**src/rtl/spi_slave_if.sv**
```systemverilog
// Bundle of SPI pins plus the byte-side handshake of the SPI target.
// The slave modport is the target's view; the master modport drives it.
`timescale 1ns/1ps
interface spi_slave_if;
  logic       cs_n;
  logic       sck;
  logic       mosi;
  logic [7:0] tx_data;
  logic       miso;
  logic       miso_oe;
  logic [7:0] rx_data;
  logic       rx_valid;
  logic       tx_req;
  logic       active;

  modport slave (
    input  cs_n, sck, mosi, tx_data,
    output miso, miso_oe, rx_data, rx_valid, tx_req, active
  );

  modport master (
    output cs_n, sck, mosi, tx_data,
    input  miso, miso_oe, rx_data, rx_valid, tx_req, active
  );
endinterface

```
**src/rtl/spi_slave.sv**
```systemverilog
// SPI mode-0 target, MSB first, 8-bit frames; pins are synchronized into clk and shifted on detected edges.
// rx_valid pulses one cycle after the 8th rise; tx_req is a same-cycle strobe marking the tx_data sample.
`timescale 1ns/1ps
module spi_slave #(
  parameter int unsigned SYNC_STAGES = 2
) (
  input  logic         clk,
  input  logic         rst,
  spi_slave_if.slave   bus
);

  if (SYNC_STAGES < 2) begin : g_bad_sync
    $error("spi_slave: SYNC_STAGES must be at least 2");
  end

  typedef enum logic {
    IDLE  = 1'b0,
    SHIFT = 1'b1
  } state_e;

  logic [SYNC_STAGES-1:0] sck_sync_q;
  logic [SYNC_STAGES-1:0] mosi_sync_q;
  logic [SYNC_STAGES-1:0] cs_n_sync_q;
  logic                   sck_d_q;
  logic                   cs_n_d_q;

  logic s_sck, s_mosi, s_cs_n;
  logic rise, fall, cs_fall, cs_rise;

  state_e     state_q, state_d;
  logic [2:0] bit_cnt_q, bit_cnt_d;
  logic [7:0] tx_shift_q, tx_shift_d;
  logic [7:0] rx_shift_q, rx_shift_d;
  logic [7:0] rx_data_q, rx_data_d;
  logic       rx_valid_q, rx_valid_d;
  logic       armed_q, armed_d;
  logic       tx_load;

  // Synchronizers are left out of reset so a reset inside a selection cannot fake a cs_fall.
  always_ff @(posedge clk) begin
    sck_sync_q  <= {sck_sync_q[SYNC_STAGES-2:0], bus.sck};
    mosi_sync_q <= {mosi_sync_q[SYNC_STAGES-2:0], bus.mosi};
    cs_n_sync_q <= {cs_n_sync_q[SYNC_STAGES-2:0], bus.cs_n};
    sck_d_q     <= s_sck;
    cs_n_d_q    <= s_cs_n;
  end

  assign s_sck   = sck_sync_q[SYNC_STAGES-1];
  assign s_mosi  = mosi_sync_q[SYNC_STAGES-1];
  assign s_cs_n  = cs_n_sync_q[SYNC_STAGES-1];
  assign rise    = s_sck & ~sck_d_q;
  assign fall    = ~s_sck & sck_d_q;
  assign cs_rise = s_cs_n & ~cs_n_d_q;
  assign cs_fall = ~s_cs_n & cs_n_d_q;

  always_ff @(posedge clk) begin
    if (rst) begin
      state_q    <= IDLE;
      bit_cnt_q  <= 3'd0;
      tx_shift_q <= 8'h00;
      rx_shift_q <= 8'h00;
      rx_data_q  <= 8'h00;
      rx_valid_q <= 1'b0;
      armed_q    <= 1'b0;
    end else begin
      state_q    <= state_d;
      bit_cnt_q  <= bit_cnt_d;
      tx_shift_q <= tx_shift_d;
      rx_shift_q <= rx_shift_d;
      rx_data_q  <= rx_data_d;
      rx_valid_q <= rx_valid_d;
      armed_q    <= armed_d;
    end
  end

  always_comb begin
    state_d    = state_q;
    bit_cnt_d  = bit_cnt_q;
    tx_shift_d = tx_shift_q;
    rx_shift_d = rx_shift_q;
    rx_data_d  = rx_data_q;
    rx_valid_d = 1'b0;
    armed_d    = armed_q;

    unique case (state_q)
      IDLE: begin
        if (cs_fall) begin
          state_d    = SHIFT;
          tx_shift_d = bus.tx_data;
          bit_cnt_d  = 3'd0;
          rx_shift_d = 8'h00;
          armed_d    = 1'b0;
        end
      end

      SHIFT: begin
        // A completing 8th rise still delivers its byte even when the frame ends in the same cycle.
        if (rise && bit_cnt_q == 3'd7) begin
          rx_data_d  = {rx_shift_q[6:0], s_mosi};
          rx_valid_d = 1'b1;
        end

        if (cs_rise) begin
          state_d    = IDLE;
          tx_shift_d = 8'h00;
          bit_cnt_d  = 3'd0;
          armed_d    = 1'b0;
        end else if (rise) begin
          rx_shift_d = {rx_shift_q[6:0], s_mosi};
          bit_cnt_d  = bit_cnt_q + 3'd1;
          armed_d    = 1'b1;
        end else if (fall && armed_q) begin
          if (tx_load) begin
            tx_shift_d = bus.tx_data;
          end else begin
            tx_shift_d = {tx_shift_q[6:0], 1'b0};
          end
        end
      end

      default: state_d = IDLE;
    endcase
  end

  always_comb begin
    tx_load = 1'b0;
    if (!rst) begin
      if (state_q == IDLE) begin
        tx_load = cs_fall;
      end else begin
        tx_load = ~cs_rise & fall & armed_q & (bit_cnt_q == 3'd0);
      end
    end

    bus.tx_req   = tx_load;
    bus.miso     = tx_shift_q[7];
    bus.miso_oe  = (state_q == SHIFT);
    bus.active   = (state_q == SHIFT);
    bus.rx_data  = rx_data_q;
    bus.rx_valid = rx_valid_q;
  end

  // Eight rises can never land in consecutive clk cycles, so a valid is always a lone pulse.
  a_rx_valid_pulse: assert property (@(posedge clk) disable iff (rst) rx_valid_q |=> !rx_valid_q);
  a_idle_miso_low:  assert property (@(posedge clk) disable iff (rst) (state_q == IDLE) |-> (tx_shift_q == 8'h00));

endmodule

```
**src/flat_wrapper.sv**
```systemverilog
// flat-port wrapper written by rule: the top's interface ports become plain ports
module spi_slave_flat 
#(
  parameter int unsigned SYNC_STAGES = 2
)
  (clk, rst, bus_cs_n, bus_sck, bus_mosi, bus_tx_data, bus_miso, bus_miso_oe, bus_rx_data, bus_rx_valid, bus_tx_req, bus_active);
  spi_slave_if bus_i ();
  input  logic clk;
  input  logic rst;
  input wire logic [$bits(bus_i.cs_n)-1:0] bus_cs_n;
  input wire logic [$bits(bus_i.sck)-1:0] bus_sck;
  input wire logic [$bits(bus_i.mosi)-1:0] bus_mosi;
  input wire logic [$bits(bus_i.tx_data)-1:0] bus_tx_data;
  output wire logic [$bits(bus_i.miso)-1:0] bus_miso;
  output wire logic [$bits(bus_i.miso_oe)-1:0] bus_miso_oe;
  output wire logic [$bits(bus_i.rx_data)-1:0] bus_rx_data;
  output wire logic [$bits(bus_i.rx_valid)-1:0] bus_rx_valid;
  output wire logic [$bits(bus_i.tx_req)-1:0] bus_tx_req;
  output wire logic [$bits(bus_i.active)-1:0] bus_active;
  assign bus_i.cs_n = bus_cs_n;
  assign bus_i.sck = bus_sck;
  assign bus_i.mosi = bus_mosi;
  assign bus_i.tx_data = bus_tx_data;
  assign bus_miso = bus_i.miso;
  assign bus_miso_oe = bus_i.miso_oe;
  assign bus_rx_data = bus_i.rx_data;
  assign bus_rx_valid = bus_i.rx_valid;
  assign bus_tx_req = bus_i.tx_req;
  assign bus_active = bus_i.active;
  spi_slave #(.SYNC_STAGES(SYNC_STAGES)) u_core (.clk(clk), .rst(rst), .bus(bus_i));
endmodule
```
**config.mk**
```make
export PLATFORM = sky130hd
export DESIGN_NAME = spi_slave_flat
export DESIGN_NICKNAME = d
export VERILOG_FILES = /design/src/rtl/spi_slave_if.sv /design/src/rtl/spi_slave.sv /design/src/flat_wrapper.sv
export SDC_FILE = /design/constraint.sdc
export NUM_CORES = 1
export LEC_CHECK = 0
export CELL_PAD_IN_SITES_DETAIL_PLACEMENT = 1
export CELL_PAD_IN_SITES_GLOBAL_PLACEMENT = 1
export CORE_MARGIN = 2
export CORE_UTILIZATION = 40
export CTS_BUF_LIST = sky130_fd_sc_hd__clkbuf_4 sky130_fd_sc_hd__clkbuf_8
export DETAILED_ROUTE_END_ITERATION = 12
export PLACE_DENSITY_LB_ADDON = 0.1
export SYNTH_ARGS = -nofsm -noshare
export SYNTH_HDL_FRONTEND = slang
export SYNTH_SLANG_ARGS = --single-unit
```
**constraint.sdc**
```tcl
create_clock -name clk -period 1.95 [get_ports clk]
set_input_delay 0.195 -clock clk [delete_from_list [all_inputs] [get_ports clk]]
set_output_delay 0.195 -clock clk [all_outputs]
set_load 0.005 [all_outputs]
```
# == Yosys cells after proc, flatten, opt, wreduce, memory -nomap -nowiden ==
# Cells that the tools add are included.
# word_totals
reg_bits,37
wordCells,65
inputBits,13
# classes
muxes,24
n_eq_ne,7
n_reduce_logical,8
bitwise,13
add_sub_neg,1
# ops
cell,count
$mux 8,5
$mux 7,3
$pmux 8 s2,1
$pmux 7 s2,1
$mux 3,3
$mux 1,8
$and 1x1->1,7
$not 1->1,6
$pmux 3 s2,1
$reduce_and 3->1,2
$ne 2x1->1 const B,2
$pmux 1 s2,2
$reduce_and 2->1,2
$add 3x1->3 const B,1
$eq 3x3->1 const B,1
$logic_not 3->1,1
$ne 3x1->1 const B,1
$ne 3x2->1 const B,1
$ne 3x3->1 const B,1
$logic_and 1x1->1,2
$ne 2x2->1 const B,1
$reduce_or 2->1,1

# == Depth between registers and ports, before layout ==
# Gate-level depths: netlist of run 1.
# logic_depth
ltp_word,13
ltp_mapped,7

# == Worst setup path after synthesis of run 1 ==
# OpenSTA, ideal clock, no wires.
# synth_timing
path_type,register to register
start,register u_core.bit_cnt_q[0]
end,register u_core.tx_shift_q[7]
path_slack_ps,483
arrival_ps,1388
path_buffers,0
setup_ps,79
path_stages_with_launch,7
required_ps,1871
path_cell_list,dfxtp_1 > inv_1 > ha_1 > or3b_4 > o31ai_4 > o21ai_1 > a211oi_2
# synth_between
elab_chain_cells,9
# synth_rtl
item,line_no,source
start: declaration,spi_slave.sv:31,"logic [2:0] bit_cnt_q, bit_cnt_d;"
start signal: assignment,spi_slave.sv:67,bit_cnt_q <= bit_cnt_d;
$logic_not 3->1,spi_slave.sv:131,tx_load = ~cs_rise & fall & armed_q & (bit_cnt_q == 3'd0);
$and 1x1->1,spi_slave.sv:131,
$mux 1,spi_slave.sv:128,if (state_q == IDLE) begin
$mux 1,spi_slave.sv:127,if (!rst) begin
$mux 8,spi_slave.sv:113,if (tx_load) begin
$mux 8,spi_slave.sv:112,end else if (fall && armed_q) begin
$mux 8,spi_slave.sv:108,end else if (rise) begin
$mux 8,spi_slave.sv:103,if (cs_rise) begin
$pmux 8 s2,spi_slave.sv:85,unique case (state_q)
end signal: assignment,spi_slave.sv:68,tx_shift_q <= tx_shift_d;
end: declaration,spi_slave.sv:32,"logic [7:0] tx_shift_q, tx_shift_d;"
# No other way between the ends. The select of a mux whose other input is x is not followed.
# A chain may end at the register's enable or synchronous reset.

# == Worst setup path after layout of run 1 ==
# layout_timing
start,register u_core.bit_cnt_q[1]
end,output port bus_tx_req
# layout_between
elab_chain_cells,4
# layout_rtl
item,line_no,source
$logic_not 3->1,spi_slave.sv:131,
$and 1x1->1,spi_slave.sv:131,
$mux 1,spi_slave.sv:128,
$mux 1,spi_slave.sv:127,
end: declaration,flat_wrapper.sv:18,output wire logic [$bits(bus_i.tx_req)-1:0] bus_tx_req;
# No other way between the ends.

==> summary.txt, run 1 <==
Critical path
  • CP Class: reg2out
  • WP data required: about 1.8 ns
  • Worst Path Max Fanout: 3
  • Critical path arrival: about 1.7 ns
  • Startpoint Class: flip-flop
  • Setup crit end kind: output pin

Yosys
  • Synthesized-area fraction occupied by adder cells: 0.0261
  • Simple-Gate Fraction of Synth Area: 0.210
  • Netlist cell types: 30
  • Flop and latch count out of synthesis: 37
  • Most numerous cell in the Yosys netlist: dfxtp_1
  • Mux cell area share after synthesis: 0
  • Synth Area in XOR/XNOR: 0
  • Ys flop type: dfxtp_1
  • Post-synthesis sequential area ratio: 0.515
  • Gate count of the mapped netlist: about 160
  • Top cells by count, synth: dfxtp_1 (37), a21oi_1 (26), nand2_1 (24)
  • Synthesized area: around 1400 um^2
  • Syn Area/Cell: around 9.1 um^2
  • Cell taking the most area after synthesis: dfxtp_1
  • EDFF count, synth: 0
  • Synth warn: 0
  • Synth Net Count: between 150 and 200
  • Area contributors post-synth: dfxtp_1 (51%), a21oi_1 (9.0%), nand2_1 (6.3%)
  • Synth Area in Compound Gates: 0.208
  • Post-synth top area share: 0.515
  • Async SR Flop Fraction: 0
  • Largest family of logic cells by synthesized area: simple AND/OR/NAND/NOR gates

CTS
  • TritonCTS Buffers: 5
  • CTS tree: built
  • # hold bufs at CTS: 0
  • H-tree levels: 2
  • Clock Pin Slew Worst Setup and Hold Paths: 0.11 ns
  • Clk_lat worst skew: approximately 0.35 ns
  • CTS Sinks: 37
  • CTS Buffer Depth: 2
  • Root Driver: clkbuf_4

Outcome
  • Status: complete, no violations

Global route
  • Gr usage total: 0.184
  • First-pass GRT wire length: around 5.9 mm
  • Vias in the first global route: 1291
  • Initial antenna violation count: 0
  • Congestion Overflow GR: 0
  • Largest net degree at the start of global routing: 22

STA
  • FMAX: 0.541 GHz
  • Worst-Margin Slew: slightly above 0.6 ns
  • Setup violators final: 0
  • Worst hold slack: about 0.28 ns
  • Minimum clock period: 1.85 ns
  • RSZ-0062 raised after global routing: no
  • Tcrit/Tclk final: 0.948
  • Clock Skew: between 0.01 and 0.015 ns
  • TNS Setup: 0 ns
  • Slew Limit Fails: 0
  • Slew HR: 0.595
  • Final Hold Viols: 0

Power
  • Switching portion of total power: 0.207
  • Sequential share of power: 0.505
  • P_leak: about 0.68 nW
  • Internal: around 1.2 mW
  • Power share of the clock group: 0.415
  • NetSw: 0.323 mW
  • Max VDD drop: between 0.8 and 0.9 mV
  • Combinational share of power: 0.080
  • P per Cell Area: around 840 nW/um^2

Detailed routing
  • WL per Instance: 14.2 um
  • Pre-Repair DR Iteration Count: 4
  • Vias: around 1200
  • Residual DRC: 0
  • Post-route ant nets: 0
  • Routed Wire Length: around 3.3 mm
  • Vias per inst: around 5.3
  • DR iter-0 viols: between 60 and 70

Floorplanning
  • Die width: about 64 um
  • CORE AREA: 3390 um^2
  • IO Pins: 26
  • Initial core utilization: 0.425
  • Row count: 21
  • Full die area: between 4000 and 5000 um^2
  • Die height: ~64 um

Final layout
  • Final Instance Count excl. Fillers: approximately 230
  • Share of cells above drive strength 1: 0.118
  • N_diodes: 0
  • Final nets: between 200 and 250
  • Fillers: about 400
  • Storage element area: 742 um^2
  • Multi-input gate area: between 600 and 700 um^2
  • Synth-to-layout area growth: 28.8%

Placed design
  • DP Cell Count: 223
  • Gp weighted congestion: between 0.7 and 0.8
  • IO buf count: 25
  • Detailed placement HPWL: 2.37 mm

Flow run
  • Maxcap violations: 0

Hold path
  • Hold Path Class: in2reg
-- power groups by stage --
stage	registers [mW]	logic, mW	clock network [mW]
finish	0.789	0.125	0.647
global route	0.793	0.137	0.708
CTS	0.789	0.125	0.664
detailed placement	0.806	0.120	0
global placement	0.804	0.118	0
floorplan	0.803	0.0666	0
-- final timing paths --
check                                   startpoint                                end  slack, ns  cells past startpoint
hold / removal                            bus_mosi      u_core.mosi_sync_q[0]$_DFF_P_       0.28                      1
hold reg to reg      u_core.cs_n_sync_q[0]$_DFF_P_      u_core.cs_n_sync_q[1]$_DFF_P_       0.33                      0
setup reg to reg  u_core.bit_cnt_q[1]$_SDFFE_PP0P_  u_core.tx_shift_q[6]$_SDFFE_PP0P_       0.31                      8
setup / recovery  u_core.bit_cnt_q[1]$_SDFFE_PP0P_                         bus_tx_req       0.10                      6
-- cells by family after synthesis --
family                     Yosys count
AOI/OAI and AO/OA                   48
DFF                                 37
buffers and inverters               13
and+or+nand+nor                     57
adders and majority gates            3
-- sequential cells by signal, summed over array words and instances, names as in the netlist --
signal,count
u_core.bus.active,1
u_core.tx_shift_q,8
u_core.bit_cnt_q,3
u_core.rx_shift_q,7
u_core.sck_d_q,1
u_core.cs_n_d_q,1
u_core.mosi_sync_q,2
u_core.armed_q,1
u_core.bus.rx_valid,1
u_core.bus.rx_data,8
u_core.cs_n_sync_q,2
u_core.sck_sync_q,2
-- worst max-delay path, cell delays in order, from the launching register on --
cell and delay, ns:
dfxtp_1 0.37, inv_1 0.05, ha_2 0.17, nor2b_1 0.13, a41o_1 0.20, nor2b_4 0.13, dlygate4sd2_1 0.25
-- final cells by class --
cell class	instances	area share
sequential	37	0.400
multi-input combinational	108	0.350
timing repair buffer	31	0.159
clock inverter	3	0.0351
tap	46	0.0311
clock buffer	5	0.0203
inverter	2	0.00405
-- timing repair --
action / 4_1_cts / 5_1_grt
setup buffers: 1 / 0
resized for setup: 6 / 0
endpoints found under the setup margin: 1 / 0
-- per-stage QoR --
stage | util | setup WS [ns] | power (mW) | instance area [um^2]
3_3_place_gp | 0.511 | 0.228 | 0.921 | 1730
6_report | 0.547 | 0.102 | 1.56 | 1850
2_1_floorplan | - | 0.483 | 0.869 | 1440
3_5_place_dp | 0.511 | 0.154 | 0.926 | 1730
4_1_cts | 0.547 | 0.0914 | 1.58 | 1850
5_1_grt | 0.547 | 0.000753 | 1.64 | 1850
-- layout by cell type, fill, tap and decap left out, types with 2 or more instances in the layout --
| master | count |
|---|---|
| dfxtp_1 | 36 |
| a21oi_1 | 26 |
| nand2_1 | 24 |
| clkdlybuf4s50_1 | 24 |
| nand3_1 | 11 |
| o21ai_0 | 6 |
| a22oi_1 | 6 |
| buf_4 | 6 |
| clkbuf_4 | 5 |
| nor2b_1 | 4 |
| nand2b_1 | 3 |
| and3_1 | 3 |
| o21ai_1 | 3 |
| nor2_1 | 3 |
| a32oi_1 | 2 |
| ha_1 | 2 |
| bufinv_16 | 2 |
-- per-layer routing --
| layer | share of wire | global-route usage | vias to the layer above |
|---|---|---|---|
| met2 | 0.52 | 0.328 | 22 |
| li1 | - | - | 607 |
| met5 | 0 | 0 | - |
| met3 | 0.044 | 0.0616 | 5 |
| met4 | 0.012 | 0.0516 | 0 |
| met1 | 0.42 | 0.208 | 601 |
Note: power is estimated with default switching activity, not from simulation.
==> inputs of run 2 (changes only) <==
--- a/config.mk
+++ b/config.mk
@@ -12,6 +12,7 @@
 export CTS_BUF_LIST = sky130_fd_sc_hd__clkbuf_4 sky130_fd_sc_hd__clkbuf_8
 export DETAILED_ROUTE_END_ITERATION = 12
 export PLACE_DENSITY_LB_ADDON = 0.1
+export SLEW_MARGIN = 15
 export SYNTH_ARGS = -nofsm -noshare
 export SYNTH_HDL_FRONTEND = slang
 export SYNTH_SLANG_ARGS = --single-unit
==> results of run 2 <==
No change in the layout: final DEF, timing and power equal those of run 1.
==> inputs of run 3 (changes only) <==
--- a/config.mk
+++ b/config.mk
@@ -11,6 +11,7 @@
 export CORE_UTILIZATION = 40
 export CTS_BUF_LIST = sky130_fd_sc_hd__clkbuf_4 sky130_fd_sc_hd__clkbuf_8
 export DETAILED_ROUTE_END_ITERATION = 12
+export GPL_TIMING_DRIVEN = 0
 export PLACE_DENSITY_LB_ADDON = 0.1
 export SLEW_MARGIN = 15
 export SYNTH_ARGS = -nofsm -noshare
==> summary.txt, run 3 (synthesis gave the netlist of run 1 again) <==
Critical path
  • Slowest stage delay, CP: 0.34 ns (-0.03 ns)
  • Worst Path Max Fanout: 3 (unchanged)
  • CP Buf/Inv Count: 2 (unchanged)
  • Crit path cell chain: inv_1 > ha_2 > nor2b_2 > a41o_2 > nor2b_1 > buf_2
  • Family with the most delay on the worst path: flip-flops
  • Critical path arrival: 1.66 ns (about the same)
  • Setup crit end kind: output pin
  • CP Class: reg2out
  • Startpoint Class: flip-flop
  • Slowest-stage cell, CP: dfxtp_2
  • WP data required: 1.75 ns (about the same)

Detailed routing
  • Routed Wire Length: 3.26 mm (-1.1%)
  • WL per Instance: 13.6 um (-4.0%)
  • Vias per inst: 5.15 (-3.3%)
  • Vias: 1230 (-0.40%)
  • Post-route ant nets: 0 (unchanged)
  • DR iter-0 viols: 26 (-59%)
  • Pre-Repair DR Iteration Count: 4 (unchanged)
  • Residual DRC: 0 (unchanged)

Placed design
  • Gp weighted congestion: 0.734 (-5.7%)
  • Area post-placement: 1750 um^2 (+0.79%)
  • Detailed placement HPWL: 2.38 mm (+0.38%)
  • IO buf count: 25 (unchanged)
  • DP Cell Count: 229 (+2.7%)

Floorplanning
  • Full die area: 4090 um^2 (unchanged)
  • Initial core utilization: 0.425 (unchanged)
  • Die height: 64.0 um (unchanged)
  • IO Pins: 26 (unchanged)
  • Row count: 21 (unchanged)
  • CORE AREA: 3390 um^2 (unchanged)
  • Die width: 64.0 um (unchanged)

CTS
  • Clk_lat worst skew: 0.36 ns (about the same)
  • TritonCTS Buffers: 5 (unchanged)
  • CTS Buffer Depth: 2 (unchanged)
  • Clock Pin Slew Worst Setup and Hold Paths: 0.11 ns (about the same)
  • CTS Sinks: 37 (unchanged)
  • Root Driver: clkbuf_4
  • H-tree levels: 2 (unchanged)
  • CTS tree: built

STA
  • Minimum clock period: 1.85 ns (+0.00489 ns)
  • FMAX: 0.540 GHz (-0.26%)
  • Tcrit/Tclk final: 0.950 (+0.00251)
  • RSZ-0062 raised after global routing: no
  • Worst-Margin Slew: 0.529 ns (-0.0771 ns)
  • Clock Skew: 0.0118 ns (-0.00202 ns)
  • Slew HR: 0.647 (+0.0522)
  • Setup violators final: 0 (unchanged)
  • Slew Limit Fails: 0 (unchanged)
  • Final Hold Viols: 0 (unchanged)

Outcome
  • Status: complete, no violations

Final layout
  • Final nets: 208 (+3.5%)
  • N_diodes: 0 (unchanged)
  • Synth-to-layout area growth: 28.9% (about the same)
  • Most frequent cells in the layout: dfxtp_1 (35), a21oi_1 (26), nand2_1 (24), clkdlybuf4s50_1 (24), nand3_1 (11)
  • Final Instance Count excl. Fillers: 239 (+3.0%)
  • Final Cell Area: 1850 um^2 (about the same)
  • Share of cells above drive strength 1: 0.135 (+0.0164)
  • Commonest non-fill, non-tap cell in the layout: dfxtp_1

Global route
  • Routing usage on met1: 0.209 (+0.000874)
  • Largest net degree at the start of global routing: 13 (-41%)
  • Busiest grt layer: met2
  • Congestion Overflow GR: 0 (unchanged)
  • Vias in the first global route: 1232 (-4.6%)
  • Initial antenna violation count: 0 (unchanged)
  • Routing usage on met3: 0.0651 (+0.00352)
  • Grt met2 use: 0.290 (-0.0378)
  • Gr usage total: 0.179 (-0.00492)
  • First-pass GRT wire length: 5.51 mm (-6.1%)

Power
  • Max VDD drop: 0.511 mV (-39%)
  • P per Cell Area: 796 nW/um^2 (-5.5%)
  • P_leak: 0.686 nW (+0.18%)

Hold path
  • Hold Path Class: in2reg

Flow run
  • Maxcap violations: 0 (unchanged)
==> run 3: final cells by class <==
class                           count  area, um^2
Fill cell                         398        1540
Sequential cell                    37         743
Multi-Input combinational cell    108         646
Timing Repair Buffer               27         260
Tap cell                           46        57.6
Clock buffer                        6        51.3
Buffer                             11        51.3
Clock inverter                      2        37.5
Inverter                            2        7.51
==> run 3: where the power goes <==
part	total (mW)	internal [mW]	switching (mW)
clock	0.567	0.305	0.263
combinational	0.120	0.0633	0.0572
sequential	0.788	0.776	0.0123
total	1.48	1.14	0.332
==> run 3: worst paths after layout <==
path | start | endpoint | slack (ns) | cells past startpoint
max reg2reg | u_core.bit_cnt_q[0]$_SDFFE_PP0P_ | u_core.tx_shift_q[7]$_SDFFE_PP0P_ | 0.33 | 6
min | bus_mosi | u_core.mosi_sync_q[0]$_DFF_P_ | 0.27 | 1
max | u_core.bit_cnt_q[0]$_SDFFE_PP0P_ | bus_tx_req | 0.1 | 6
min reg2reg | u_core.cs_n_sync_q[0]$_DFF_P_ | u_core.cs_n_sync_q[1]$_DFF_P_ | 0.34 | 0
==> run 3: worst register-to-register path: stages, from the launching register on <==
cell and delay, ns:
dfxtp_2 0.33, inv_1 0.10, ha_2 0.21, or3b_4 0.40, o31ai_4 0.19, o21ai_1 0.11
a211oi_2 0.21
==> run 3: metrics by stage <==
| step | util | setup slack, ns | hold WS, ns | TNS, ns | total power [mW] |
|---|---|---|---|---|---|
| floorplan | - | 0.483 | 0.223 | 0 | 0.869 |
| global placement | 0.515 | 0.0196 | 0.311 | 0 | 0.922 |
| detailed placement | 0.515 | -0.0473 | 0.314 | -0.0473 | 0.924 |
| CTS | 0.547 | 0.0717 | 0.266 | 0 | 1.49 |
| global route | 0.547 | 0.00513 | 0.259 | 0 | 1.55 |
| finish | 0.547 | 0.0967 | 0.272 | 0 | 1.48 |
==> run 3: metal layers <==
metal | vias up | share of wire
met2 | 24 | 0.48
met3 | 8 | 0.052
li1 | 626 | -
met1 | 572 | 0.45
met4 | 0 | 0.019
met5 | - | 0
==> run 3: repair_timing <==
action                                  4_1_cts  5_1_grt
resized for setup                             9        0
setup buffers                                 2        0
hold buffers                                  0        0
endpoints found under the setup margin        1        0
